### config.mk
export PLATFORM = sky130hd
export DESIGN_NAME = alu_muldiv
export DESIGN_NICKNAME = d
export VERILOG_FILES = /design/src/rtl/alu_muldiv.sv
export SDC_FILE = /design/constraint.sdc
export NUM_CORES = 1
export LEC_CHECK = 0
export CAP_MARGIN = 10
export CORE_ASPECT_RATIO = 0.5
export CORE_MARGIN = 2
export CORE_UTILIZATION = 40
export CTS_CLUSTER_SIZE = 16
export DETAILED_ROUTE_END_ITERATION = 8
export SLEW_MARGIN = 20
export SYNTH_ARGS = -nofsm -noshare
export SYNTH_HDL_FRONTEND = slang
export SYNTH_SLANG_ARGS = --single-unit
### constraint.sdc
create_clock -name clock -period 4.7 [get_ports clock]
set_clock_uncertainty 0.1 [all_clocks]
set_input_delay 1.41 -clock clock [delete_from_list [all_inputs] [get_ports clock]]
set_output_delay 1.41 -clock clock [all_outputs]
set_load 0.005 [all_outputs]
### src/rtl/alu_muldiv.sv
// alu_muldiv: multi-cycle MULT/MULTU/DIV/DIVU/MTHI/MTLO unit with HI/LO.
// Optional ALU_MULDIV_FAST_MUL_EN: single-cycle multiply in FIX.
module alu_muldiv #(
    parameter int WIDTH = 32
) (
    input  logic             clock,
    input  logic             reset,
    input  logic             Start_in,
    input  logic [5:0]       Func_in,
    input  logic [WIDTH-1:0] A_in,
    input  logic [WIDTH-1:0] B_in,
    output logic             Busy_out,
    output logic             Done_out,
    output logic [WIDTH-1:0] Hi_out,
    output logic [WIDTH-1:0] Lo_out
);

    localparam int CW = $clog2(WIDTH + 1);

    localparam logic [1:0] S_IDLE = 2'd0;
    localparam logic [1:0] S_RUN  = 2'd1;
    localparam logic [1:0] S_FIX  = 2'd2;
    localparam logic [1:0] S_DONE = 2'd3;

    localparam logic [5:0] F_MULT  = 6'b011000;
    localparam logic [5:0] F_MULTU = 6'b011001;
    localparam logic [5:0] F_DIV   = 6'b011010;
    localparam logic [5:0] F_DIVU  = 6'b011011;
    localparam logic [5:0] F_MTHI  = 6'b010001;
    localparam logic [5:0] F_MTLO  = 6'b010011;

    logic [1:0]         state_q, state_d;
    logic [CW-1:0]      cnt_q, cnt_d;
    logic [WIDTH-1:0]   a_q, a_d;
    logic [WIDTH-1:0]   b_q, b_d;
    logic [2*WIDTH-1:0] acc_q, acc_d;
    logic [WIDTH-1:0]   araw_q, araw_d;
    logic [WIDTH-1:0]   hi_q, hi_d;
    logic [WIDTH-1:0]   lo_q, lo_d;
    logic               div_q, div_d;
    logic               neg_q, neg_d;
    logic               rneg_q, rneg_d;
    logic               divz_q, divz_d;

    logic               is_mul, is_div, is_mthi, is_mtlo, is_sgn;
    logic               accept, a_neg, b_neg;
    logic [WIDTH-1:0]   a_mag, b_mag;
    logic [WIDTH:0]     rem_sh, diff;
    logic [2*WIDTH-1:0] mul_step, div_step, prod, prod_fix;
    logic [WIDTH-1:0]   q_fix, r_fix;

    // Decode the function field into operation classes.
    always_comb begin
        is_mul  = 1'b0;
        is_div  = 1'b0;
        is_mthi = 1'b0;
        is_mtlo = 1'b0;
        is_sgn  = 1'b0;
        unique case (Func_in)
            F_MULT:  begin is_mul = 1'b1; is_sgn = 1'b1; end
            F_MULTU: is_mul = 1'b1;
            F_DIV:   begin is_div = 1'b1; is_sgn = 1'b1; end
            F_DIVU:  is_div = 1'b1;
            F_MTHI:  is_mthi = 1'b1;
            F_MTLO:  is_mtlo = 1'b1;
            default: ;
        endcase
    end

    assign accept = Start_in && (state_q == S_IDLE || state_q == S_DONE);
    assign a_neg  = is_sgn && A_in[WIDTH-1];
    assign b_neg  = is_sgn && B_in[WIDTH-1];
    assign a_mag  = a_neg ? -A_in : A_in;
    assign b_mag  = b_neg ? -B_in : B_in;

    // MSB-first shift-add: acc = 2*acc + (multiplier bit ? multiplicand : 0).
    assign mul_step = {acc_q[2*WIDTH-2:0], 1'b0}
                    + (b_q[WIDTH-1] ? {{WIDTH{1'b0}}, a_q} : '0);

    // Restoring divide: upper half is remainder, lower half collects quotient.
    assign rem_sh   = {acc_q[2*WIDTH-1:WIDTH], a_q[WIDTH-1]};
    assign diff     = rem_sh - {1'b0, b_q};
    assign div_step = diff[WIDTH]
                    ? {rem_sh[WIDTH-1:0], acc_q[WIDTH-2:0], 1'b0}
                    : {diff[WIDTH-1:0], acc_q[WIDTH-2:0], 1'b1};

`ifdef ALU_MULDIV_FAST_MUL_EN
    assign prod = {{WIDTH{1'b0}}, a_q} * {{WIDTH{1'b0}}, b_q};
`else
    assign prod = acc_q;
`endif

    assign prod_fix = neg_q ? -prod : prod;
    assign q_fix    = neg_q ? -acc_q[WIDTH-1:0] : acc_q[WIDTH-1:0];
    assign r_fix    = rneg_q ? -acc_q[2*WIDTH-1:WIDTH]
                             : acc_q[2*WIDTH-1:WIDTH];

    // Next-state logic for the control FSM and datapath.
    always_comb begin
        state_d = state_q;
        cnt_d   = cnt_q;
        a_d     = a_q;
        b_d     = b_q;
        acc_d   = acc_q;
        araw_d  = araw_q;
        hi_d    = hi_q;
        lo_d    = lo_q;
        div_d   = div_q;
        neg_d   = neg_q;
        rneg_d  = rneg_q;
        divz_d  = divz_q;
        unique case (state_q)
            S_IDLE, S_DONE: begin
                state_d = S_IDLE;
                if (accept && is_mthi) begin
                    hi_d    = A_in;
                    state_d = S_DONE;
                end else if (accept && is_mtlo) begin
                    lo_d    = A_in;
                    state_d = S_DONE;
                end else if (accept && (is_mul || is_div)) begin
                    a_d     = a_mag;
                    b_d     = b_mag;
                    araw_d  = A_in;
                    neg_d   = a_neg ^ b_neg;
                    rneg_d  = a_neg;
                    div_d   = is_div;
                    divz_d  = is_div && (B_in == '0);
                    acc_d   = '0;
                    cnt_d   = CW'(WIDTH);
                    state_d = S_RUN;
`ifdef ALU_MULDIV_FAST_MUL_EN
                    if (is_mul) state_d = S_FIX;
`endif
                end
            end
            S_RUN: begin
                cnt_d = cnt_q - CW'(1);
                if (div_q) begin
                    acc_d = div_step;
                    a_d   = {a_q[WIDTH-2:0], 1'b0};
                end else begin
                    acc_d = mul_step;
                    b_d   = {b_q[WIDTH-2:0], 1'b0};
                end
                if (cnt_q == CW'(1)) state_d = S_FIX;
            end
            S_FIX: begin
                if (div_q && divz_q) begin
                    lo_d = '1;
                    hi_d = araw_q;
                end else if (div_q) begin
                    lo_d = q_fix;
                    hi_d = r_fix;
                end else begin
                    lo_d = prod_fix[WIDTH-1:0];
                    hi_d = prod_fix[2*WIDTH-1:WIDTH];
                end
                state_d = S_DONE;
            end
            default: state_d = S_IDLE;
        endcase
    end

    // State and datapath registers with synchronous reset.
    always_ff @(posedge clock) begin
        if (reset) begin
            state_q <= S_IDLE;
            cnt_q   <= '0;
            a_q     <= '0;
            b_q     <= '0;
            acc_q   <= '0;
            araw_q  <= '0;
            hi_q    <= '0;
            lo_q    <= '0;
            div_q   <= 1'b0;
            neg_q   <= 1'b0;
            rneg_q  <= 1'b0;
            divz_q  <= 1'b0;
        end else begin
            state_q <= state_d;
            cnt_q   <= cnt_d;
            a_q     <= a_d;
            b_q     <= b_d;
            acc_q   <= acc_d;
            araw_q  <= araw_d;
            hi_q    <= hi_d;
            lo_q    <= lo_d;
            div_q   <= div_d;
            neg_q   <= neg_d;
            rneg_q  <= rneg_d;
            divz_q  <= divz_d;
        end
    end

    assign Busy_out = (state_q == S_RUN) || (state_q == S_FIX);
    assign Done_out = (state_q == S_DONE);
    assign Hi_out   = hi_q;
    assign Lo_out   = lo_q;

endmodule

# --- Word level (Yosys, flattened, before mapping) ---
# Index checks and enable logic that the tools add are counted.
classes:
  n_addsub: 8
  n_mul: 0
  div_mod_pow: 0
  n_lt_le_gt_ge: 0
  n_eq_ne: 18
  shifts: 0
  muxes: 45
  bitwise_logic: 3
  reduce_logical: 25
op_table:
  columns: ["cell", "n"]
  rows:
  - ["32-bit 2-to-1 mux", 20]
  - ["64-bit 2-to-1 mux", 6]
  - ["32-bit case mux with 2 select lines", 4]
  - ["32-bit negation", 4]
  - ["64-bit case mux with 2 select lines", 1]
  - ["64-bit by 32-bit adder with 64-bit output", 1]
  - ["64-bit negation", 1]
  - ["6-bit by 5-bit == test with 1-bit output (second input constant)", 6]
  - ["33-bit by 32-bit subtractor with 33-bit output", 1]
  - ["32-bit logical NOT", 1]
  - ["6-bit 2-to-1 mux", 3]
  - ["2-bit inequality test (second input constant)", 8]
  - ["6-bit case mux with 2 select lines", 1]
  - ["5-bit AND reduction", 2]
  - ["1-bit logical AND", 8]
  - ["4-bit AND reduction", 2]
  - ["2-bit OR reduction", 4]
  - ["6-bit by 1-bit == test with 1-bit output (second input constant)", 1]
  - ["1-bit 2-to-1 mux", 6]
  - ["2-bit 2-to-1 mux", 3]
  - ["2-bit case mux with 3 select lines", 1]
  - ["6-bit by 1-bit subtractor with 6-bit output (second input constant)", 1]
  - ["2-bit == test (second input constant)", 2]
  - ["2-bit nonzero test", 2]
  - ["other kinds (7)", 10]
word_totals:
  regBits: 236
  latchBits: 0
  ramBits: 0
  rom_bits: 0
  in_bits: 73
  out_inout_bits: 66
  elab_cells: 111
  n_memories: 0

# --- Depth between registers and ports, before layout ---
# Gate-level depths: netlist (run 1).
depth:
  ltp_word: 9
  mapped_depth: 15
  depth_no_buf: 14

# --- Worst setup path before layout (run 1) ---
# No wires, ideal clock.
synth_timing:
  path_kind: "reg-to-reg"
  from: "register b_q[31]"
  to: "register acc_q[45]"
  setup_time_ps: 117
  arrival_time_ps: 3273
  t_required_ps: 4483
  slack_ps: 1209
  stages_incl_launch_ff: 15
  n_path_buf: 1
  path_cell_list: "dfxtp_1 > clkbuf_1 > and2_1 > ha_1 > fa_1 > a211oi_1 > nor2_1 > o31a_1 > a21oi_1 > o41ai_1 > o211a_1 > and3_1 > a221oi_1 > a31oi_1 > a32o_1"
synth_between:
  elab_chain_cells: 4
  word_cells_on_any_way: 6
  cone_classes: "add/sub: 2; mux: 4"
synth_rtl:
  columns: ["item", "line_no", "source"]
  rows:
  - ["start, declared", "35", "logic [WIDTH-1:0] b_q, b_d;"]
  - ["start signal, assigned", "171", "b_q <= '0;"]
  - ["start signal, assigned", "184", "b_q <= b_d;"]
  - ["32-bit 2-to-1 mux or 33-bit by 32-bit subtractor with 33-bit output (tied branches)", "78, 82", null]
  - ["64-bit by 32-bit adder with 64-bit output or 64-bit 2-to-1 mux (tied branches)", "78, 84", null]
  - ["64-bit 2-to-1 mux *", "139", "if (div_q) begin"]
  - ["64-bit case mux with 2 select lines *", "112", "unique case (state_q)"]
  - ["end signal, assigned", "172", "acc_q <= '0;"]
  - ["end signal, assigned", "185", "acc_q <= acc_d;"]
  - ["end, declared", "36", "logic [2*WIDTH-1:0] acc_q, acc_d;"]
# Mark *: on every way between the ends. The rest lies on a longest branch, timed or not.
# A chain may end at the register's enable or synchronous reset.

# --- Worst setup path in the final report (run 1) ---
layout_timing:
  from: "register b_q[31]"
  to: "register acc_q[47]"
# The elaborated chain is that of the path after synthesis.

==> impl_results.md, run 1 <==
- Flop and latch count out of synthesis: approximately 240
- Worst-Margin Slew: around 1.1 ns
- Worst supply voltage drop on vdd: about 260 uV
- Synthesized netlist cell count: between 2000 and 2500
- Area of the die: 0.04567 mm2
- Number of instances on the worst hold path: 2
- Cell taking the most area after synthesis: dfxtp_1
- Setup Viol. Count Final: 0
- Register clock-pin slew on the reported worst setup and hold paths: 0.06 ns
- GRT Overall Usage: between 20% and 30%
- Clock tree from TritonCTS: done
- R2R cell count: 14
- Count of pins on the block boundary: 139
- Largest net degree at the start of global routing: 94
- Post-CTS Hold Fix Bufs: 0
- Fraction of layout instances using a drive strength above 1: 6.362%
- Max Freq: between 200 and 250 MHz
- Clock tree buffer depth: 3
- Xor/xnor cell area share of the yosys netlist: 8.832%
- Async SR Flop Fraction: 0%
- Minimum period implied by the final worst setup slack: between 4 and 5 ns
- Basic-gate share of the synthesized area counting and, or, nand and nor cells: 23.99%
- Antenna Violating Nets Remaining: 0
- Count of final max-slew check failures: 0
- Combinational family with the most area after synthesis: compound AO/OA/AOI/OAI gates
- Number of design rule violations left after detail routing: 0
- Placer congestion estimate: roughly 0.94
- Most common cell after layout, fill and taps aside: nand2_1
- Height of the die: 152.1 um
- DP HPWL: 48090 um
- Worst setup slack before clock tree synthesis: around 0.4 ns
- Type of the worst min-delay path: flip-flop to flip-flop
- Site row count: 54
- Most used flip-flop cell after synthesis: dfxtp_1
- RSZ-0062 raised after global routing: false
- Antenna cell count: 0
- Vias after detailed routing: 18532
- Routed length per instance: between 20 and 25 um
- Initial core utilization: 40.40%
- Data required time of the critical path: 5.11 ns
- Largest cells by area after synthesis: dfxtp_1 27%, nand2_1 9.5%, a21oi_1 8.0%
- Count of H-tree levels built during CTS: 1
- Kind of capture point of the worst setup path: flip-flop
- Critical path type: flip-flop to flip-flop
- Chip Width: about 300 um
- CTS Sinks: 236
- Fin crit share: 88.05%
- Area of the placeable core: 0.04344 mm2
- Library cells used by synthesis: 86
- Crit path arrival time: roughly 4.6 ns
- Final nets: ~2700
- Quantity of I/O buffers inserted on ports: around 140
- Synth top area share: 26.92%
- Mean number of vias per cell: 5.883
- Element type at the critical path start: flip-flop
- Quantity of gates resized following cts: 0
- Number of hold violations in the final report: 0
- Aggregate global routing overflow: 0
- Final critical-path setup slack: between 0.5 and 0.6 ns
- Global-route wire length before repair: 100300 um
- TritonRoute pass-1 iters: 8
- Area growth syn-to-layout: 16.79%
- Fillers: 4458
- Maximum capacitance violations: 0
- Leakage: 7.562 nW
- Crit path max fanout: 16
- Cell Pwr Density: between 200 and 300 mW/mm2
- Portion of netlist area occupied by mux cells: 0.8340%
- Number of enable-type register cells in the synthesized netlist: 0
- Final routed wirelength across all metal layers: 64490 um
- Number of buffers created by CTS: 26
- Status: finished, final reports clean
- Avg Cell Area, Syn: approximately 7.1 um2
- Netlist Area Pre-Place: 0.01755 mm2
- Total nets after synthesis: 2626
- Clock Tree Root: clkbuf_16
- Number of antenna violations at the first check in global routing: 0
- Top library cells by usage in the layout, fill and taps aside: 444 x nand2_1, 281 x a21oi_1, 235 x dfxtp_1
- Setup bufs post-CTS: 0
- Normalized max-slew margin: 27.18%
- Syn. warnings: 0
- Compound-Gate Fraction of Synth Area: 28.20%
- Adder and majority gate portion of the synthesized area: 5.432%
- TNS Setup: 0 ns
- Latest clock arrival within the worst-skew pair: 0.58 ns
- DRC violation total after the first TritonRoute iteration: 1806
- Via count of the first global-routing pass: approximately 17000
- Sequential element share of the synthesized area: 26.92%
worst max-delay path, stage by stage (launching register included):
cell and delay, ns:
dfxtp_1 0.63, buf_4 0.26, and2_1 0.14, ha_1 0.26, and3_1 0.25, nand4_1 0.14
or2_2 0.36, or4b_1 0.46, o41ai_1 0.08, buf_4 0.22, o211a_1 0.17, and3_1 0.21
a41oi_1 0.14, a221oi_1 0.44, a22o_1 0.19
state kept, by name (all words and copies together), names as in the netlist:
signal   cells
acc_q       64
Hi_out      32
Lo_out      32
a_q         32
araw_q      32
b_q         32
cnt_q        6
state_q      2
div_q        1
divz_q       1
neg_q        1
rneg_q       1
per-stage QoR:
stage          util [%]  hold WS (ns)  std cells  power (mW)  area (um2)
6_report          47.18        0.3533       3150       5.164       20500
5_1_grt           47.18        0.3692       3150       5.355       20500
4_1_cts           47.18        0.3538       3150       5.182       20500
3_5_place_dp      45.11        0.3448       3103       2.997       19600
3_3_place_gp      45.11        0.3379       3103       2.999       19600
2_1_floorplan         -        0.3332       2478       2.645       17550
where the power goes:
part / switching, mW / leakage (nW) / internal (mW) / total, mW
Sequential: 0.0352 / 1.90 / 2.04 / 2.08
Clock: 0.946 / 0.436 / 1.25 / 2.19
Combinational: 0.562 / 5.22 / 0.334 / 0.895
per-layer routing:
metal  part of all wire, %  GRT usage, %  routed length [um]
met2                    46         44.48               29550
met4                   2.2         6.119                1387
met5                     0             0                   0
met1                    45         38.63               28810
met3                   7.3         4.090                4734
synth_stat cells, types with 11 or more instances:
master / count
o211ai_1: 30
nand3_1: 41
a211oi_1: 33
nor4_1: 21
dfxtp_1: 236
o41ai_1: 15
clkbuf_1: 157
nor3_1: 55
ha_1: 73
nand4_1: 23
a21o_1: 24
a31oi_1: 20
and3_1: 25
o22ai_1: 16
o31ai_1: 44
buf_2: 11
xnor2_1: 95
o221ai_1: 20
nor2_1: 173
o21ai_0: 168
nand2b_1: 18
a221oi_1: 13
inv_1: 79
and2_1: 47
buf_1: 11
or3_1: 17
o21a_1: 21
nand2_1: 444
xor2_1: 82
a21oi_1: 282
final timing paths:
path | from | end | slack [ns]
worst min-delay path | Lo_out[3]$_SDFFE_PP0P_ | Lo_out[3]$_SDFFE_PP0P_ | 0.35
worst max-delay path | b_q[31]$_SDFFE_PP0P_ | acc_q[47]$_SDFFE_PP0P_ | 0.56
worst max register to register | b_q[31]$_SDFFE_PP0P_ | acc_q[47]$_SDFFE_PP0P_ | 0.56
worst min register to register | Lo_out[3]$_SDFFE_PP0P_ | Lo_out[3]$_SDFFE_PP0P_ | 0.35
layout make-up:
cell class	instances	area, um2	area share (%)
multi-input cells	1980	11850	57.79
flip-flops and latches	236	4726	23.05
repair buffers	219	1991	9.711
clock buffers	37	762.0	3.717
well taps	588	735.7	3.589
inverters	80	300.3	1.465
clock inverters	10	137.6	0.6714
logic make-up after synthesis:
group,Yosys count
buf+inv,262
compound gates,791
xor+xnor,177
simple gates,923
mux,14
flops,236
fa+ha+maj,75
Power figures use the tool's default switching activity.
==> run 2: changes to the inputs <==
- REMOVE_ABC_BUFFERS: default -> 1
- clock period: 4.7 -> 4.2 ns (I/O delays scaled with it)
==> impl_results.md, run 2 (same netlist as run 1, synthesis figures left out) <==
- Clock Tree Root: clkbuf_16
- Antenna cell count: 0 (unchanged)
- Chip Width: 300.2 um (unchanged)
- Count of final max-slew check failures: 0 (unchanged)
- Count of pins on the block boundary: 139 (unchanged)
- Cell Pwr Density: 280.4 mW/mm2 (+11%)
- Height of the die: 152.1 um (unchanged)
- Element type at the critical path start: flip-flop
- Maximum capacitance violations: 0 (unchanged)
- Antenna Violating Nets Remaining: 0 (unchanged)
- Count of H-tree levels built during CTS: 1 (unchanged)
- Data required time of the critical path: 4.54 ns (-0.57 ns)
- DP HPWL: 48610 um (+1.1%)
- Final routed wirelength across all metal layers: 66060 um (+2.4%)
- Clock tree from TritonCTS: done
- Number of hold violations in the final report: 0 (unchanged)
- Vias after detailed routing: 18787 (+1.4%)
- Normalized max-slew margin: 21.34% (-5.8 points)
- Largest net degree at the start of global routing: 130 (+38%)
- Minimum period implied by the final worst setup slack: 3.974 ns (-0.1644 ns)
- Most common cell after layout, fill and taps aside: nand2_1
- DRC violation total after the first TritonRoute iteration: 2052 (+14%)
- Final Power: 5.885 mW (+14%)
- Number of design rule violations left after detail routing: 0 (unchanged)
- Switching Fraction: 29.55% (-0.32 points)
- Area of placed instances: 0.02008 mm2 (+2.4%)
- Area of the placeable core: 0.04344 mm2 (unchanged)
- Global-route wire length before repair: 101300 um (+1.1%)
- TritonRoute pass-1 iters: 5 (-3)
- Utilization after layout: 48.31% (+1.1 points)
- Share of total power in the clock network: 42.9% (+0.5 points)
- Initial core utilization: 40.40% (unchanged)
- Flip-flop count of the largest register, all copies and words added: 64 (unchanged)
- Fraction of layout instances using a drive strength above 1: 8.343% (+2.0 points)
- Worst supply voltage drop on vdd: 256.8 uV (-1.2%)
- Register clock-pin slew on the reported worst setup and hold paths: 0.06 ns (about the same)
- Register share of total power: 39.5% (-0.7 points)
- Post-CTS Hold Fix Bufs: 0 (unchanged)
- Crit path max fanout: 32 (+16)
- Final nets: 2743 (+1.9%)
- Quantity of I/O buffers inserted on ports: 138 (unchanged)
- TNS Setup: 0 ns (unchanged)
- Logic gate share of total power: 17.6% (+0.3 points)
- CTS Sinks: 236 (unchanged)
- Critical path type: flip-flop to flip-flop
- Routed length per instance: 20.64 um (+0.81%)
- Placer congestion estimate: 1.010 (+7.2%)
- Fin crit share: 94.62% (+6.6 points)
- Setup Viol. Count Final: 0 (unchanged)
- Type of the worst min-delay path: flip-flop to flip-flop
- Quantity of gates resized following cts: 0 (unchanged)
- Hold Worst Slack: 0.3506 ns (-0.002719 ns)
- Status: finished, final reports clean
- P_int: 4.146 mW (+14%)
- Area growth syn-to-layout: 19.58%
- Fillers: 4403 (-1.2%)
- Area of all placed cells without fillers: 0.02099 mm2 (+2.4%)
- Final cell count without fillers: 3201 (+1.6%)
- Clock tree buffer depth: 3 (unchanged)
- Worst-Margin Slew: 1.180 ns (+0.09152 ns)
- Flip-flop and latch area: 0.004726 mm2 (unchanged)
- GRT Overall Usage: 27.86% (+0.33 points)
- Top library cells by usage in the layout, fill and taps aside: 444 x nand2_1, 281 x a21oi_1, 235 x dfxtp_1
- Aggregate global routing overflow: 0 (unchanged)
- Max Freq: 251.6 MHz (+4.1%)
- Setup bufs post-CTS: 0 (unchanged)
- Number of antenna violations at the first check in global routing: 0 (unchanged)
- Kind of capture point of the worst setup path: flip-flop
- Via count of the first global-routing pass: 17039 (-0.80%)
- Mean number of vias per cell: 5.869 (-0.24%)
- Crit path arrival time: 4.32 ns (-0.23 ns)
- RSZ-0062 raised after global routing: false
- Latest clock arrival within the worst-skew pair: 0.57 ns (about the same)
- Area of the die: 0.04567 mm2 (unchanged)
- Leakage: 7.867 nW (+4.0%)
- Number of buffers created by CTS: 26 (unchanged)
- Net Switching: 1.739 mW (+13%)
- Most flops, register: acc_q
- Worst setup slack before clock tree synthesis: 0.1393 ns (-0.2569 ns)
- Site row count: 54 (unchanged)
- Final critical-path setup slack: 0.2261 ns (-0.3356 ns)
- Total area of multi-input combinational cells: 0.01186 mm2 (+0.12%)
- Placed Cells: 3155 (+1.7%)
run 2: final timing paths:
kind | start | end | slack (ns) | depth (start not counted)
worst min register to register | araw_q[29]$_SDFFE_PP0P_ | araw_q[29]$_SDFFE_PP0P_ | 0.35 | 2
worst max-delay path | b_q[31]$_SDFFE_PP0P_ | acc_q[52]$_SDFFE_PP0P_ | 0.23 | 14
worst max register to register | b_q[31]$_SDFFE_PP0P_ | acc_q[52]$_SDFFE_PP0P_ | 0.23 | 14
worst min-delay path | araw_q[29]$_SDFFE_PP0P_ | araw_q[29]$_SDFFE_PP0P_ | 0.35 | 2
run 2: power groups by stage:
stage                     Clock [mW]  Sequential [mW]  Combinational, mW
after floorplan                    0             2.36              0.544
after global placement             0             2.37               1.02
after detailed placement           0             2.37               1.02
after CTS                       2.55             2.32               1.02
after global routing            2.64             2.33               1.12
final                           2.52             2.32               1.04
run 2: worst max-delay path, cell delays in order, from the launching register on:
cell and delay [ns]:
dfxtp_1 0.32, buf_12 0.16, and2_1 0.17, ha_1 0.39, nand4_1 0.20, or4_1 0.55, or3_1 0.37, o211ai_1 0.22
o31ai_1 0.22, buf_4 0.19, nor2_4 0.22, nand2_1 0.11, o311a_1 0.35, o31ai_1 0.19, nand2_1 0.07
run 2: cell type report:
cell class              instances  share of cell area [%]
multi-input cells            1980                   56.51
flip-flops and latches        236                   22.52
repair buffers                271                   11.70
clock buffers                  35                   3.648
well taps                     588                   3.505
inverters                      80                   1.431
clock inverters                11                  0.6915
run 2: routing by layer:
metal | wire length (um) | vias to the layer above | GRT usage, %
li1 | - | 9065 | -
met1 | 31220 | 8866 | 40.94
met2 | 27770 | 740 | 41.90
met3 | 5074 | 116 | 4.333
met4 | 1988 | 0 | 7.667
met5 | 0 | - | 0
